### config.mk
export PLATFORM = sky130hd
export DESIGN_NAME = serial_subtractor_flat
export DESIGN_NICKNAME = d
export VERILOG_FILES = /design/src/rtl/alu_pkg.sv /design/src/rtl/serial_subtractor_if.sv /design/src/rtl/serial_subtractor_slice.sv /design/src/rtl/serial_subtractor.sv /design/src/flat_wrapper.sv
export SDC_FILE = /design/constraint.sdc
export NUM_CORES = 1
export LEC_CHECK = 0
export ABC_AREA = 1
export ABC_CLOCK_PERIOD_IN_PS = 3000
export BUFFER_PORTS_ARGS = -buffer_cell sky130_fd_sc_hd__buf_4
export CAP_MARGIN = 20
export CELL_PAD_IN_SITES_DETAIL_PLACEMENT = 0
export CELL_PAD_IN_SITES_GLOBAL_PLACEMENT = 2
export CORE_MARGIN = 1
export CORE_UTILIZATION = 30
export CTS_CLUSTER_DIAMETER = 60
export DETAILED_ROUTE_END_ITERATION = 8
export PLACE_DENSITY_LB_ADDON = 0.15
export SLEW_MARGIN = 10
export SYNTH_ARGS = -nofsm -noshare
export SYNTH_HDL_FRONTEND = slang
export SYNTH_SLANG_ARGS = --single-unit
### constraint.sdc
create_clock -name clk -period 3 [get_ports clk]
set_input_delay 0.6 -clock clk [delete_from_list [all_inputs] [get_ports clk]]
set_output_delay 0.6 -clock clk [all_outputs]
set_load 0.1 [all_outputs]
### src/rtl/alu_pkg.sv
// Shared ALU datapath package: sub FSM states and datapath widths.
// Imported by the serial subtractor and its slice unit.
package alu_pkg;

  localparam int ALU_WIDTH = 32;
  localparam int ALU_SLICE = 8;

  typedef enum logic [1:0] {
    IDLE = 2'd0,
    BUSY = 2'd1,
    DONE = 2'd2
  } sub_state_t;

endpackage

### src/rtl/serial_subtractor_if.sv
// Operand/result handshake bundle for serial_subtractor.
// master: producer+consumer side; slave: the subtractor.
interface serial_subtractor_if #(
  parameter int WIDTH = 32
);

  logic             in_valid;
  logic             in_ready;
  logic [WIDTH-1:0] a;
  logic [WIDTH-1:0] b;
  logic             out_valid;
  logic             out_ready;
  logic [WIDTH-1:0] diff;
  logic             borrow;
  logic             overflow;

  modport master (
    output in_valid, a, b, out_ready,
    input  in_ready, out_valid, diff,
    input  borrow, overflow
  );

  modport slave (
    input  in_valid, a, b, out_ready,
    output in_ready, out_valid, diff,
    output borrow, overflow
  );

endinterface

### src/rtl/serial_subtractor_slice.sv
// sub_slice: combinational SLICE-bit subtract with borrow.
// Ports: a, b, bin in; d = a-b-bin, bout = borrow out.
module sub_slice #(
  parameter int SLICE = 8
) (
  input  logic [SLICE-1:0] a,
  input  logic [SLICE-1:0] b,
  input  logic             bin,
  output logic [SLICE-1:0] d,
  output logic             bout
);

  logic [SLICE:0] r;

  // Zero-extended subtract: bit SLICE is set iff it wrapped.
  always_comb begin
    r = {1'b0, a} - {1'b0, b} - (SLICE+1)'(bin);
    d = r[SLICE-1:0];
    bout = r[SLICE];
  end

endmodule

### src/rtl/serial_subtractor.sv
// Byte-serial a-b with borrow/overflow flags, LSB slice first.
// Ports: clk, rst (sync, active high), bus (slave handshake).
module serial_subtractor
  import alu_pkg::*;
#(
  parameter int WIDTH = ALU_WIDTH,
  parameter int SLICE = ALU_SLICE
) (
  input logic                clk,
  input logic                rst,
  serial_subtractor_if.slave bus
);

  localparam int NSLICES = WIDTH / SLICE;
  localparam int IW =
    (NSLICES > 1) ? $clog2(NSLICES) : 1;
  localparam logic [IW-1:0] LAST =
    IW'(NSLICES - 1);

  sub_state_t       state_q, state_d;
  logic [IW-1:0]    idx_q, idx_d;
  logic             bin_q, bin_d;
  logic [WIDTH-1:0] a_q, a_d;
  logic [WIDTH-1:0] b_q, b_d;
  logic [WIDTH-1:0] diff_q, diff_d;
  logic             borrow_q, borrow_d;
  logic             ovf_q, ovf_d;
  logic             in_ready_q, in_ready_d;
  logic             out_valid_q, out_valid_d;

  logic [SLICE-1:0] s_a, s_b, s_d;
  logic             s_bout;

  assign s_a = a_q[idx_q*SLICE +: SLICE];
  assign s_b = b_q[idx_q*SLICE +: SLICE];

  sub_slice #(.SLICE(SLICE)) u_slice (
    .a    (s_a),
    .b    (s_b),
    .bin  (bin_q),
    .d    (s_d),
    .bout (s_bout)
  );

  always_comb begin
    state_d     = state_q;
    idx_d       = idx_q;
    bin_d       = bin_q;
    a_d         = a_q;
    b_d         = b_q;
    diff_d      = diff_q;
    borrow_d    = borrow_q;
    ovf_d       = ovf_q;
    in_ready_d  = in_ready_q;
    out_valid_d = out_valid_q;
    unique case (state_q)
      IDLE: begin
        if (bus.in_valid && in_ready_q) begin
          a_d        = bus.a;
          b_d        = bus.b;
          idx_d      = '0;
          bin_d      = 1'b0;
          in_ready_d = 1'b0;
          state_d    = BUSY;
        end
      end
      BUSY: begin
        diff_d[idx_q*SLICE +: SLICE] = s_d;
        bin_d = s_bout;
        idx_d = idx_q + 1'b1;
        if (idx_q == LAST) begin
          borrow_d = s_bout;
          // Top slice MSB is the result sign bit.
          ovf_d = (a_q[WIDTH-1] ^ b_q[WIDTH-1])
                & (s_d[SLICE-1] ^ a_q[WIDTH-1]);
          out_valid_d = 1'b1;
          state_d     = DONE;
        end
      end
      DONE: begin
        if (bus.out_ready) begin
          out_valid_d = 1'b0;
          in_ready_d  = 1'b1;
          state_d     = IDLE;
        end
      end
      default: begin
        out_valid_d = 1'b0;
        in_ready_d  = 1'b1;
        state_d     = IDLE;
      end
    endcase
  end

  always_ff @(posedge clk) begin
    if (rst) begin
      state_q     <= IDLE;
      idx_q       <= '0;
      bin_q       <= 1'b0;
      a_q         <= '0;
      b_q         <= '0;
      diff_q      <= '0;
      borrow_q    <= 1'b0;
      ovf_q       <= 1'b0;
      in_ready_q  <= 1'b1;
      out_valid_q <= 1'b0;
    end else begin
      state_q     <= state_d;
      idx_q       <= idx_d;
      bin_q       <= bin_d;
      a_q         <= a_d;
      b_q         <= b_d;
      diff_q      <= diff_d;
      borrow_q    <= borrow_d;
      ovf_q       <= ovf_d;
      in_ready_q  <= in_ready_d;
      out_valid_q <= out_valid_d;
    end
  end

  assign bus.in_ready  = in_ready_q;
  assign bus.out_valid = out_valid_q;
  assign bus.diff      = diff_q;
  assign bus.borrow    = borrow_q;
  assign bus.overflow  = ovf_q;

endmodule

### src/flat_wrapper.sv
// flat-port wrapper written by rule: the top's interface ports become plain ports
module serial_subtractor_flat import alu_pkg::*;
#(
  parameter int WIDTH = ALU_WIDTH,
  parameter int SLICE = ALU_SLICE
)
  (clk, rst, bus_in_valid, bus_a, bus_b, bus_out_ready, bus_in_ready, bus_out_valid, bus_diff, bus_borrow, bus_overflow);
  serial_subtractor_if #(.WIDTH(WIDTH)) bus_i ();
  input logic clk;
  input logic rst;
  input wire logic [$bits(bus_i.in_valid)-1:0] bus_in_valid;
  input wire logic [$bits(bus_i.a)-1:0] bus_a;
  input wire logic [$bits(bus_i.b)-1:0] bus_b;
  input wire logic [$bits(bus_i.out_ready)-1:0] bus_out_ready;
  output wire logic [$bits(bus_i.in_ready)-1:0] bus_in_ready;
  output wire logic [$bits(bus_i.out_valid)-1:0] bus_out_valid;
  output wire logic [$bits(bus_i.diff)-1:0] bus_diff;
  output wire logic [$bits(bus_i.borrow)-1:0] bus_borrow;
  output wire logic [$bits(bus_i.overflow)-1:0] bus_overflow;
  assign bus_i.in_valid = bus_in_valid;
  assign bus_i.a = bus_a;
  assign bus_i.b = bus_b;
  assign bus_i.out_ready = bus_out_ready;
  assign bus_in_ready = bus_i.in_ready;
  assign bus_out_valid = bus_i.out_valid;
  assign bus_diff = bus_i.diff;
  assign bus_borrow = bus_i.borrow;
  assign bus_overflow = bus_i.overflow;
  serial_subtractor #(.WIDTH(WIDTH), .SLICE(SLICE)) u_core (.clk(clk), .rst(rst), .bus(bus_i));
endmodule
# After elaboration in Yosys (flattened, before gate mapping)
# Cells that the tools add are included.
totals:
  register_bits: 105
  inputBits: 68
  out_inout_bits: 36
  word_cells: 52
classes:
  add_sub_neg: 4
  n_eq_ne: 6
  shift: 4
  n_mux: 14
  bitwise_logic: 5
  reduce_logical: 9
ops:
  columns: ["cell", "count"]
  rows:
  - ["$shiftx A32 B6 Y8", 2]
  - ["$neg A5 Y34", 1]
  - ["$shift A8 B34 Y32 const A", 1]
  - ["$shiftx A8 B34 Y32", 1]
  - ["$bwmux W32", 1]
  - ["$reduce_and A3 Y1", 3]
  - ["$sub A8 B8 Y9", 1]
  - ["$sub A9 B1 Y9", 1]
  - ["$mux W2", 4]
  - ["$pmux W1 S3", 2]
  - ["$pmux W2 S3", 1]
  - ["$reduce_and A2 Y1", 3]
  - ["$eq A2 B2 Y1 const B", 2]
  - ["$mux W1", 4]
  - ["$ne A2 B1 Y1 const B", 2]
  - ["$pmux W2 S2", 1]
  - ["$add A2 B1 Y2 const B", 1]
  - ["$eq A2 B1 Y1 const B", 1]
  - ["$logic_not A2 Y1", 1]
  - ["$ne A2 B2 Y1 const B", 1]
  - ["$not A1 Y1", 2]
  - ["$pmux W1 S2", 1]
  - ["$reduce_bool A2 Y1", 1]
  - ["$xor A1 B1 Y1", 2]
  - ["2 further kinds", 2]

# Longest topological paths before layout
# Gate-level depths: netlist (run 1).
depth:
  ltp_word: 5
  ltp_mapped: 21

# By module
# Synthesis (run 1) repeated with hierarchy kept, for this count alone.
unflattened:
  hier_cells: 696
  area_unflattened_um2: 5046.1
by_module_without_submodules:
  columns: ["module", "instances", "cells_per_inst", "area_per_inst_um2", "seq_area_each_um2"]
  rows:
  - ["serial_subtractor", 1, 596, 4469.3, 2102.0]
  - ["sub_slice", 1, 100, 576.8, 0.0]

# Worst setup path before layout (run 1)
# OpenSTA, ideal clock, no wires.
synth_path:
  kind: "flip-flop to flip-flop"
  start: "reg u_core.idx_q[0]"
  end: "reg u_core.diff_q[29], in the netlist u_core.bus.diff[29]"
  setup_time_ns: 0.067
  arrival_ns: 2.688
  path_slack_ns: 0.244
  stages_incl_launch_ff: 16
  period_less_slack_ns: 2.756
  path_cell_list: "dfxtp_1 > buf_2 > buf_2 > nand2_1 > a32o_1 > fa_1 > ha_1 > nand2_1 > nor2_1 > nand3_1 > nand2_2 > xor2_2 > nand2_1 > nor2_2 > nand2_1 > a21oi_2"
synth_via:
  elab_chain_cells: 5
  elab_cells_between_ends: 8
  cone_classes: "3 x add/sub; 4 x shift; 1 x mux"
synth_rtl:
  columns: ["element", "line_no", "source"]
  rows:
  - ["from (decl)", "serial_subtractor.sv:21", "logic [IW-1:0] idx_q, idx_d;"]
  - ["from (signal assigned)", "serial_subtractor.sv:109", "idx_q <= idx_d;"]
  - ["$shiftx A32 B6 Y8 (on tied branches)", "serial_subtractor.sv:34, serial_subtractor.sv:35", null]
  - ["$sub A8 B8 Y9", "serial_subtractor_slice.sv:17", "r = {1'b0, a} - {1'b0, b} - (SLICE+1)'(bin);"]
  - ["$sub A9 B1 Y9", "serial_subtractor_slice.sv:17", null]
  - ["$shiftx A8 B34 Y32", "serial_subtractor.sv:68", "diff_d[idx_q*SLICE +: SLICE] = s_d;"]
  - ["$bwmux W32 (*)", "serial_subtractor.sv:68", null]
  - ["to (signal assigned)", "serial_subtractor.sv:113", "diff_q <= diff_d;"]
  - ["to (decl)", "serial_subtractor.sv:25", "logic [WIDTH-1:0] diff_q, diff_d;"]
# Mark *: on every way between the ends. The rest lies on a longest branch, timed or not.
# A chain may end at the register's enable or synchronous reset.

# Worst setup path in the final report (run 1)
layout_path:
  start: "reg u_core.idx_q[0]"
  end: "reg u_core.diff_q[13], in the netlist u_core.bus.diff[13]"
# Same word-level chain as after synthesis.

==> results of run 1 <==
final cells by class:
| class | count | area share (%) |
|---|---|---|
| Inverter | 44 | 2.737 |
| Clock inverter | 2 | 0.6127 |
| Sequential cell | 105 | 34.31 |
| Multi-Input combinational cell | 475 | 39.44 |
| Clock buffer | 13 | 4.248 |
| Timing Repair Buffer | 117 | 14.34 |
| Tap cell | 211 | 4.310 |
path summary, 6_finish.rpt:
check / from / endpoint / depth (start not counted)
worst max-delay path: u_core.idx_q[0]$_SDFFE_PP0P_ / u_core.bus.diff[13]$_SDFFE_PP0P_ / 16
worst max register to register: u_core.idx_q[0]$_SDFFE_PP0P_ / u_core.bus.diff[13]$_SDFFE_PP0P_ / 16
worst min register to register: u_core.bus.diff[19]$_SDFFE_PP0P_ / u_core.bus.diff[19]$_SDFFE_PP0P_ / 2
worst min-delay path: u_core.bus.diff[19]$_SDFFE_PP0P_ / u_core.bus.diff[19]$_SDFFE_PP0P_ / 2
cell families (layout without fill, tap and decap cells):
logic type | after synthesis | in the layout | synth area share [%]
AO/OA/AOI/OAI | 154 | 154 | 17.71
XOR/XNOR | 5 | 5 | 1.064
adder cells (fa/ha/maj) | 20 | 20 | 5.498
buffers and inverters | 80 | 176 | 6.561
flip-flops | 105 | 105 | 43.57
AND/OR/NAND/NOR | 296 | 296 | 25.60
synthesized netlist by cell type, types with 2 or more instances:
library cell  number
dfxtp_1          105
a21oi_2            2
o21ai_0           82
nor2_2             5
a21oi_1           46
o22ai_1            7
nand3_1           19
nand3_2            2
a21o_1             2
a22oi_1            3
nor3_1             3
nor2_1           147
ha_1              18
a32o_1             7
clkbuf_1          22
a32oi_1            2
nand2_2            5
nand2_1          105
xor2_1             3
nand4_1            5
inv_2              4
inv_1             40
buf_2             13
fa_1               2
state kept, by name, summed over array words and instances (netlist names), 2 cells and up:
| name | count |
|---|---|
| u_core.a_q | 32 |
| u_core.state_q | 2 |
| u_core.b_q | 32 |
| u_core.bus.diff | 32 |
| u_core.idx_q | 2 |
worst max-delay path, cell delays in order, from the launching register on:
cell,delay (ns)
dfxtp_1,0.39
buf_4,0.21
buf_4,0.15
nand2_1,0.05
a32o_1,0.25
ha_1,0.27
inv_1,0.04
ha_1,0.33
nand2_1,0.09
nor2_1,0.11
nand3_1,0.11
nand2_2,0.11
xor2_2,0.21
nand2_1,0.09
nor2_2,0.11
nand2_1,0.07
a21oi_2,0.12
repair_timing:
| action | CTS | global route |
|---|---|---|
| resized for setup | 0 | 5 |
| endpoints found under the setup margin | 0 | 7 |
| hold endpoints to repair | 0 | 0 |
layer usage:
metal  GRT usage, %  up-vias
li1               -     2340
met5              0        -
met2          29.00      103
met4          5.606        0
met1          22.59     2001
met3          4.324       19
power by group through the flow:
stage               clock (mW)  sequential [mW]  combinational [mW]
finish                    1.20             1.58                1.29
detailed placement           0             1.61                1.29
floorplan                    0             1.69               0.808
CTS                       1.24             1.58                1.29
global route              1.30             1.59                1.44
global placement             0             1.61                1.28
==> summary.md, run 1 <==
| Metric | Value |
|---|---|
| Worst-skew pair later-pin latency | 0.35 ns |
| # setup viols final | 0 |
| CTS tree | built |
| Final count of hold timing violations | 0 |
| Final Cycle Share | 93.28% |
| Total of max-cap violations | 0 |
| Pin count of the biggest net entering global routing | 57 |
| Metal-1 WL | 6726 um |
| Total Power | 4.059 mW |
| Clock Power Share | 29.5% |
| First-pass GRT wire length | 22180 um |
| PwrDens | 662.6 nW/um2 |
| Die height | 128.8 um |
| Setup slack, reg-to-reg | 0.20 ns |
| Total negative slack | 0 ns |
| CP max FO | 13 |
| Register bit total from synthesis | 105 |
| Min cycle time layout | 2.798 ns |
| Mapped Avg Cell Area | 7.310 um2 |
| Root Driver | clkbuf_16 |
| H-tree depth | 3 |
| Leading cell type in the layout, fill and taps excluded | nor2_1 |
| Horiz. Die Dim | 128.8 um |
| Placement Setup Slack | 0.1741 ns |
| Worst setup SP type | register |
| Vias per cell | 4.615 |
| Final non-filler cell total | 967 |
| TritonCTS Buffers | 9 |
| Synth cell types | 35 |
| Setup ws final | 0.2017 ns |
| Reg area | 2102 um2 |
| Share of layout cells above drive strength 1 | 20.63% |
| Post-Syn Instances | 660 |
| Highest-count cells in the layout ignoring fill and taps | nor2_1 (146), buf_4 (117), nand2_1 (105), dfxtp_1 (105), o21ai_0 (81) |
| Slew HR | 69.71% |
| Asr flop ratio synth | 0% |
| DR pass1 iterations | 4 |
| Initial antenna violation count | 0 |
| Initial Util | 31.27% |
| F_max | 357.4 MHz |
| Core area | 15430 um2 |
| CTS Hold Bufs | 0 |
| Vias in the first global route | 4291 |
| HP Class | reg2reg |
| Post-layout util | 39.71% |
| Sw power | 1.423 mW |
| Reg clk slew, reported paths | 0.07 ns |
| Gr usage total | 17.61% |
| Vias | 4463 |
| Fin Clk Skew | 0.006752 ns |
| Sequential Power Share | 38.8% |
| Worst hold slack | 0.4644 ns |
| Primary FF master, synth | dfxtp_1 |
| Final GP Congestion | 0.8237 |
| WP data required | 3.28 ns |
| Synth area leader | dfxtp_1 |
| Net Sw Frac | 35.06% |
| Share of total power in combinational logic | 31.7% |
| LEAKAGE | 2.626 nW |
| Area contributors post-synth | dfxtp_1 (44%), nor2_1 (11%), o21ai_0 (8.5%), nand2_1 (8.2%), a21oi_1 (4.8%) |
| Post-route ant nets | 0 |
| Rows | 45 |
| Fin. max-slew vios | 0 |
| Placed instance area | 5816 um2 |
| Final #Nets | 840 |
| Int Pwr | 2.636 mW |
| Postcts setup bufs | 0 |
| Critical Path AT | 3.08 ns |
| Boundary Pins | 104 |
| Worst-Margin Slew | 0.4543 ns |
| Post-synthesis instance area | 4825 um2 |
| Syn nets | 748 |
| Number of synthesized flops with an enable pin | 0 |
| Area Growth Syn to Fin | 26.97% |
| Multi-input gate area | 2416 um2 |
| DIE AREA | 16590 um2 |
| DPL Wire Length | 10560 um |
| Status | finished clean |
| Met2 Routed Length | 6266 um |
| # placed instances | 952 |
| Uppermost layer routed | met4 |
| FILL cells | 1697 |
| Port Buffers | 103 |
| ANT cells | 0 |
| Congestion Overflow GR | 0 |
| Routed WL | 13810 um |
| Routed len/inst | 14.28 um |
| Post-route cell area | 6126 um2 |
| Synthesis Warnings | 0 |
| Worst-case clock buffer depth | 2 |
| Max VDD drop | 0.2801 mV |
| CP Class | reg2reg |
| Met3 WL post-DR | 550 um |
| Kind of end point of the critical path | register |
| CTS Sinks | 105 |
| DRT iter0 DRCs | 263 |
| Area share of the largest cell type after synthesis | 43.57% |
| Number of remaining DRC errors | 0 |
| Seq/Total Area, Yosys | 43.57% |
Note: power is estimated with default switching activity, not from simulation.
==> inputs of run 2 (changes only) <==
PLACE_DENSITY = 0.79   (was not set)
PLACE_DENSITY_LB_ADDON = not set   (was 0.15)
REMOVE_ABC_BUFFERS = 1   (was not set)
==> run 2 against run 1 <==
Clock-buffer cell count down 1. Core utilization down 0.33 points. Routed wire length down 8.7%. Worst hold slack better by 0.0039 ns. Worst setup slack better by 0.0089 ns. Clock power down 10%. Global-route usage down 1.4 points. Flip-flop and latch count unchanged. Combinational power about the same. Critical path depth down 3. Sequential share of layout area up 0.29 points. Largest cell class unchanged. Largest power group unchanged.
==> summary.md, run 2 (same netlist as run 1, synthesis figures left out) <==
| Metric | Value |
|---|---|
| Status | finished clean |
| First-pass GRT wire length | 21160 um (-4.6%) |
| CTS tree | built |
| Max VDD drop | 0.2913 mV (+4.0%) |
| Reg2Reg Depth | 13 (-3) |
| Clock Power Share | 27.6% (-1.9 points) |
| Worst-case clock buffer depth | 2 (unchanged) |
| TritonCTS Buffers | 9 (unchanged) |
| Final count of hold timing violations | 0 (unchanged) |
| Initial antenna violation count | 0 (unchanged) |
| Share of layout cells above drive strength 1 | 19.95% (-0.69 points) |
| Total Power | 3.903 mW (-3.8%) |
| Vias in the first global route | 4399 (+2.5%) |
| Worst-skew pair later-pin latency | 0.35 ns (about the same) |
| CTS Sinks | 105 (unchanged) |
| Max incr delay on CP | 0.40 ns (about the same) |
| CTS Hold Bufs | 0 (unchanged) |
| Port Buffers | 103 (unchanged) |
| DRT iter0 DRCs | 165 (-37%) |
| Area Growth Syn to Fin | 25.91% |
| Final Cycle Share | 92.98% (-0.30 points) |
| Postcts setup bufs | 0 (unchanged) |
| Post-route ant nets | 0 (unchanged) |
| # setup viols final | 0 (unchanged) |
| Boundary Pins | 104 (unchanged) |
| Fin. max-slew vios | 0 (unchanged) |
| Horiz. Die Dim | 128.8 um (unchanged) |
| Initial Util | 31.27% (unchanged) |
| Placement Setup Slack | 0.2447 ns (+0.07059 ns) |
| Setup slack, reg-to-reg | 0.21 ns (about the same) |
| FILL cells | 1705 (+0.47%) |
| LEAKAGE | 2.600 nW (-0.99%) |
| Share of total power in combinational logic | 32.2% (+0.5 points) |
| CP cell instances | buf_12 > nand2_1 > a32o_1 > ha_1 > inv_1 > ha_1 > a21o_1 > a21oi_1 > nand2_1 > xor2_1 > nor2_1 > nand3_1 > a21oi_1 |
| DR pass1 iterations | 4 (unchanged) |
| # placed instances | 948 (-0.42%) |
| HP Class | reg2reg |
| Worst setup SP type | register |
| Worst-Margin Slew | 0.6227 ns (+0.1684 ns) |
| Int Pwr | 2.526 mW (-4.2%) |
| Congestion Overflow GR | 0 (unchanged) |
| Gr usage total | 16.23% (-1.4 points) |
| RSZ-0062 raised after global routing | no |
| Critical path origin | u_core.idx_q[0]$_SDFFE_PP0P_ |
| Pin count of the biggest net entering global routing | 71 (+25%) |
| Rows | 45 (unchanged) |
| Vias per cell | 4.619 (about the same) |
| Routed len/inst | 13.10 um (-8.3%) |
| Leading cell type in the layout, fill and taps excluded | nor2_1 |
| Net Sw Frac | 35.27% (+0.22 points) |
| Worst hold slack | 0.4682 ns (+0.003855 ns) |
| Slowest CP cell | dfxtp_1 |
| Vias | 4448 (-0.34%) |
| CP Class | reg2reg |
| Core area | 15430 um2 (unchanged) |
| F_max | 358.5 MHz (+0.32%) |
| Kind of end point of the critical path | register |
| H-tree depth | 3 (unchanged) |
| PwrDens | 642.5 nW/um2 (-3.0%) |
| Slew HR | 58.48% (-11 points) |
| Min cycle time layout | 2.789 ns (-0.008935 ns) |
| Routed WL | 12610 um (-8.7%) |
| DIE AREA | 16590 um2 (unchanged) |
| Final GP Congestion | 0.8310 (+0.89%) |
| Setup ws final | 0.2107 ns (+0.008935 ns) |
| Fin Clk Skew | 0.004594 ns (-0.002157 ns) |
| Worst Setup EP | u_core.bus.diff[30]$_SDFFE_PP0P_ |
| Sw power | 1.377 mW (-3.3%) |
| Final non-filler cell total | 963 (-0.41%) |
| DPL Wire Length | 9253 um (-12%) |
| Reg clk slew, reported paths | 0.06 ns (about the same) |
| Final #Nets | 836 (-0.48%) |
| Highest-count cells in the layout ignoring fill and taps | nor2_1 (147), buf_4 (111), nand2_1 (105), dfxtp_1 (105), o21ai_0 (82) |
| Critical Path AT | 3.07 ns (about the same) |
| FF-to-FF End | u_core.bus.diff[30]$_SDFFE_PP0P_ |
| ANT cells | 0 (unchanged) |
| Total of max-cap violations | 0 (unchanged) |
| Worst r2r src | u_core.idx_q[0]$_SDFFE_PP0P_ |
| Die height | 128.8 um (unchanged) |
| CP max FO | 44 (+31) |
| Number of remaining DRC errors | 0 (unchanged) |
| PostCTS Resize Cnt | 0 (unchanged) |
| Sequential Power Share | 40.2% (+1.4 points) |
| WP data required | 3.28 ns (about the same) |
| Root Driver | clkbuf_16 |
==> run 2: how the worst min path moves through the flow <==
| stage | depth (start not counted) | startpoint | endpoint | slack, ns |
|---|---|---|---|---|
| 2_1_floorplan | 2 | u_core.bin_q$_SDFFE_PP0P_ | u_core.bin_q$_SDFFE_PP0P_ | 0.44 |
| 3_3_place_gp | 2 | u_core.bus.diff[24]$_SDFFE_PP0P_ | u_core.bus.diff[24]$_SDFFE_PP0P_ | 0.45 |
| 3_5_place_dp | 2 | u_core.bus.diff[3]$_SDFFE_PP0P_ | u_core.bus.diff[3]$_SDFFE_PP0P_ | 0.46 |
| 4_1_cts | 2 | u_core.bus.diff[3]$_SDFFE_PP0P_ | u_core.bus.diff[3]$_SDFFE_PP0P_ | 0.47 |
| 5_1_grt | 2 | u_core.bus.diff[3]$_SDFFE_PP0P_ | u_core.bus.diff[3]$_SDFFE_PP0P_ | 0.49 |
| 6_report | 2 | u_core.bus.diff[30]$_SDFFE_PP0P_ | u_core.bus.diff[30]$_SDFFE_PP0P_ | 0.47 |
==> run 2: area by class of cell <==
cell class / instances / area [um2] / share of cell area, %
well taps: 211 / 264.0 / 4.346
repair buffers: 113 / 873.3 / 14.38
clock inverters: 3 / 17.52 / 0.2884
multi-input cells: 475 / 2406 / 39.61
inverters: 44 / 165.2 / 2.719
clock buffers: 12 / 246.5 / 4.058
flip-flops and latches: 105 / 2102 / 34.60
==> run 2: power by group through the flow <==
stage                     sequential [mW]  clock, mW  combinational (mW)
after floorplan                      1.71          0               0.767
after global placement               1.60          0                1.26
after detailed placement             1.60          0                1.28
after CTS                            1.57       1.12                1.28
after global routing                 1.58       1.16                1.41
final                                1.57       1.08                1.26
==> run 2: through the flow <==
| step | utilization [%] | area [um2] | setup TNS [ns] |
|---|---|---|---|
| 3_3_place_gp | 37.66 | 5811 | 0 |
| 5_1_grt | 39.38 | 6075 | 0 |
| 4_1_cts | 39.38 | 6075 | 0 |
| 2_1_floorplan | - | 4673 | -8.413 |
| 6_report | 39.38 | 6075 | 0 |
| 3_5_place_dp | 37.66 | 5811 | 0 |
==> run 2: critical path: cells and delay by family (launching register included) <==
| kind | cells | cell delay [ns] |
|---|---|---|
| flip-flops | 1 | 0.40 |
| AND/OR/NAND/NOR | 4 | 0.49 |
| buffers and inverters | 2 | 0.29 |
| adder cells (fa/ha/maj) | 2 | 0.65 |
| XOR/XNOR | 1 | 0.17 |
| AO/OA/AOI/OAI | 4 | 0.69 |
==> run 2: routing by layer <==
| layer | part of all wire (%) | wire length, um | global-route usage, % |
|---|---|---|---|
| met1 | 48 | 6023 | 20.37 |
| met2 | 46 | 5848 | 27.47 |
| met3 | 4.4 | 560 | 3.368 |
| met4 | 1.4 | 181 | 5.813 |
| met5 | 0 | 0 | 0 |
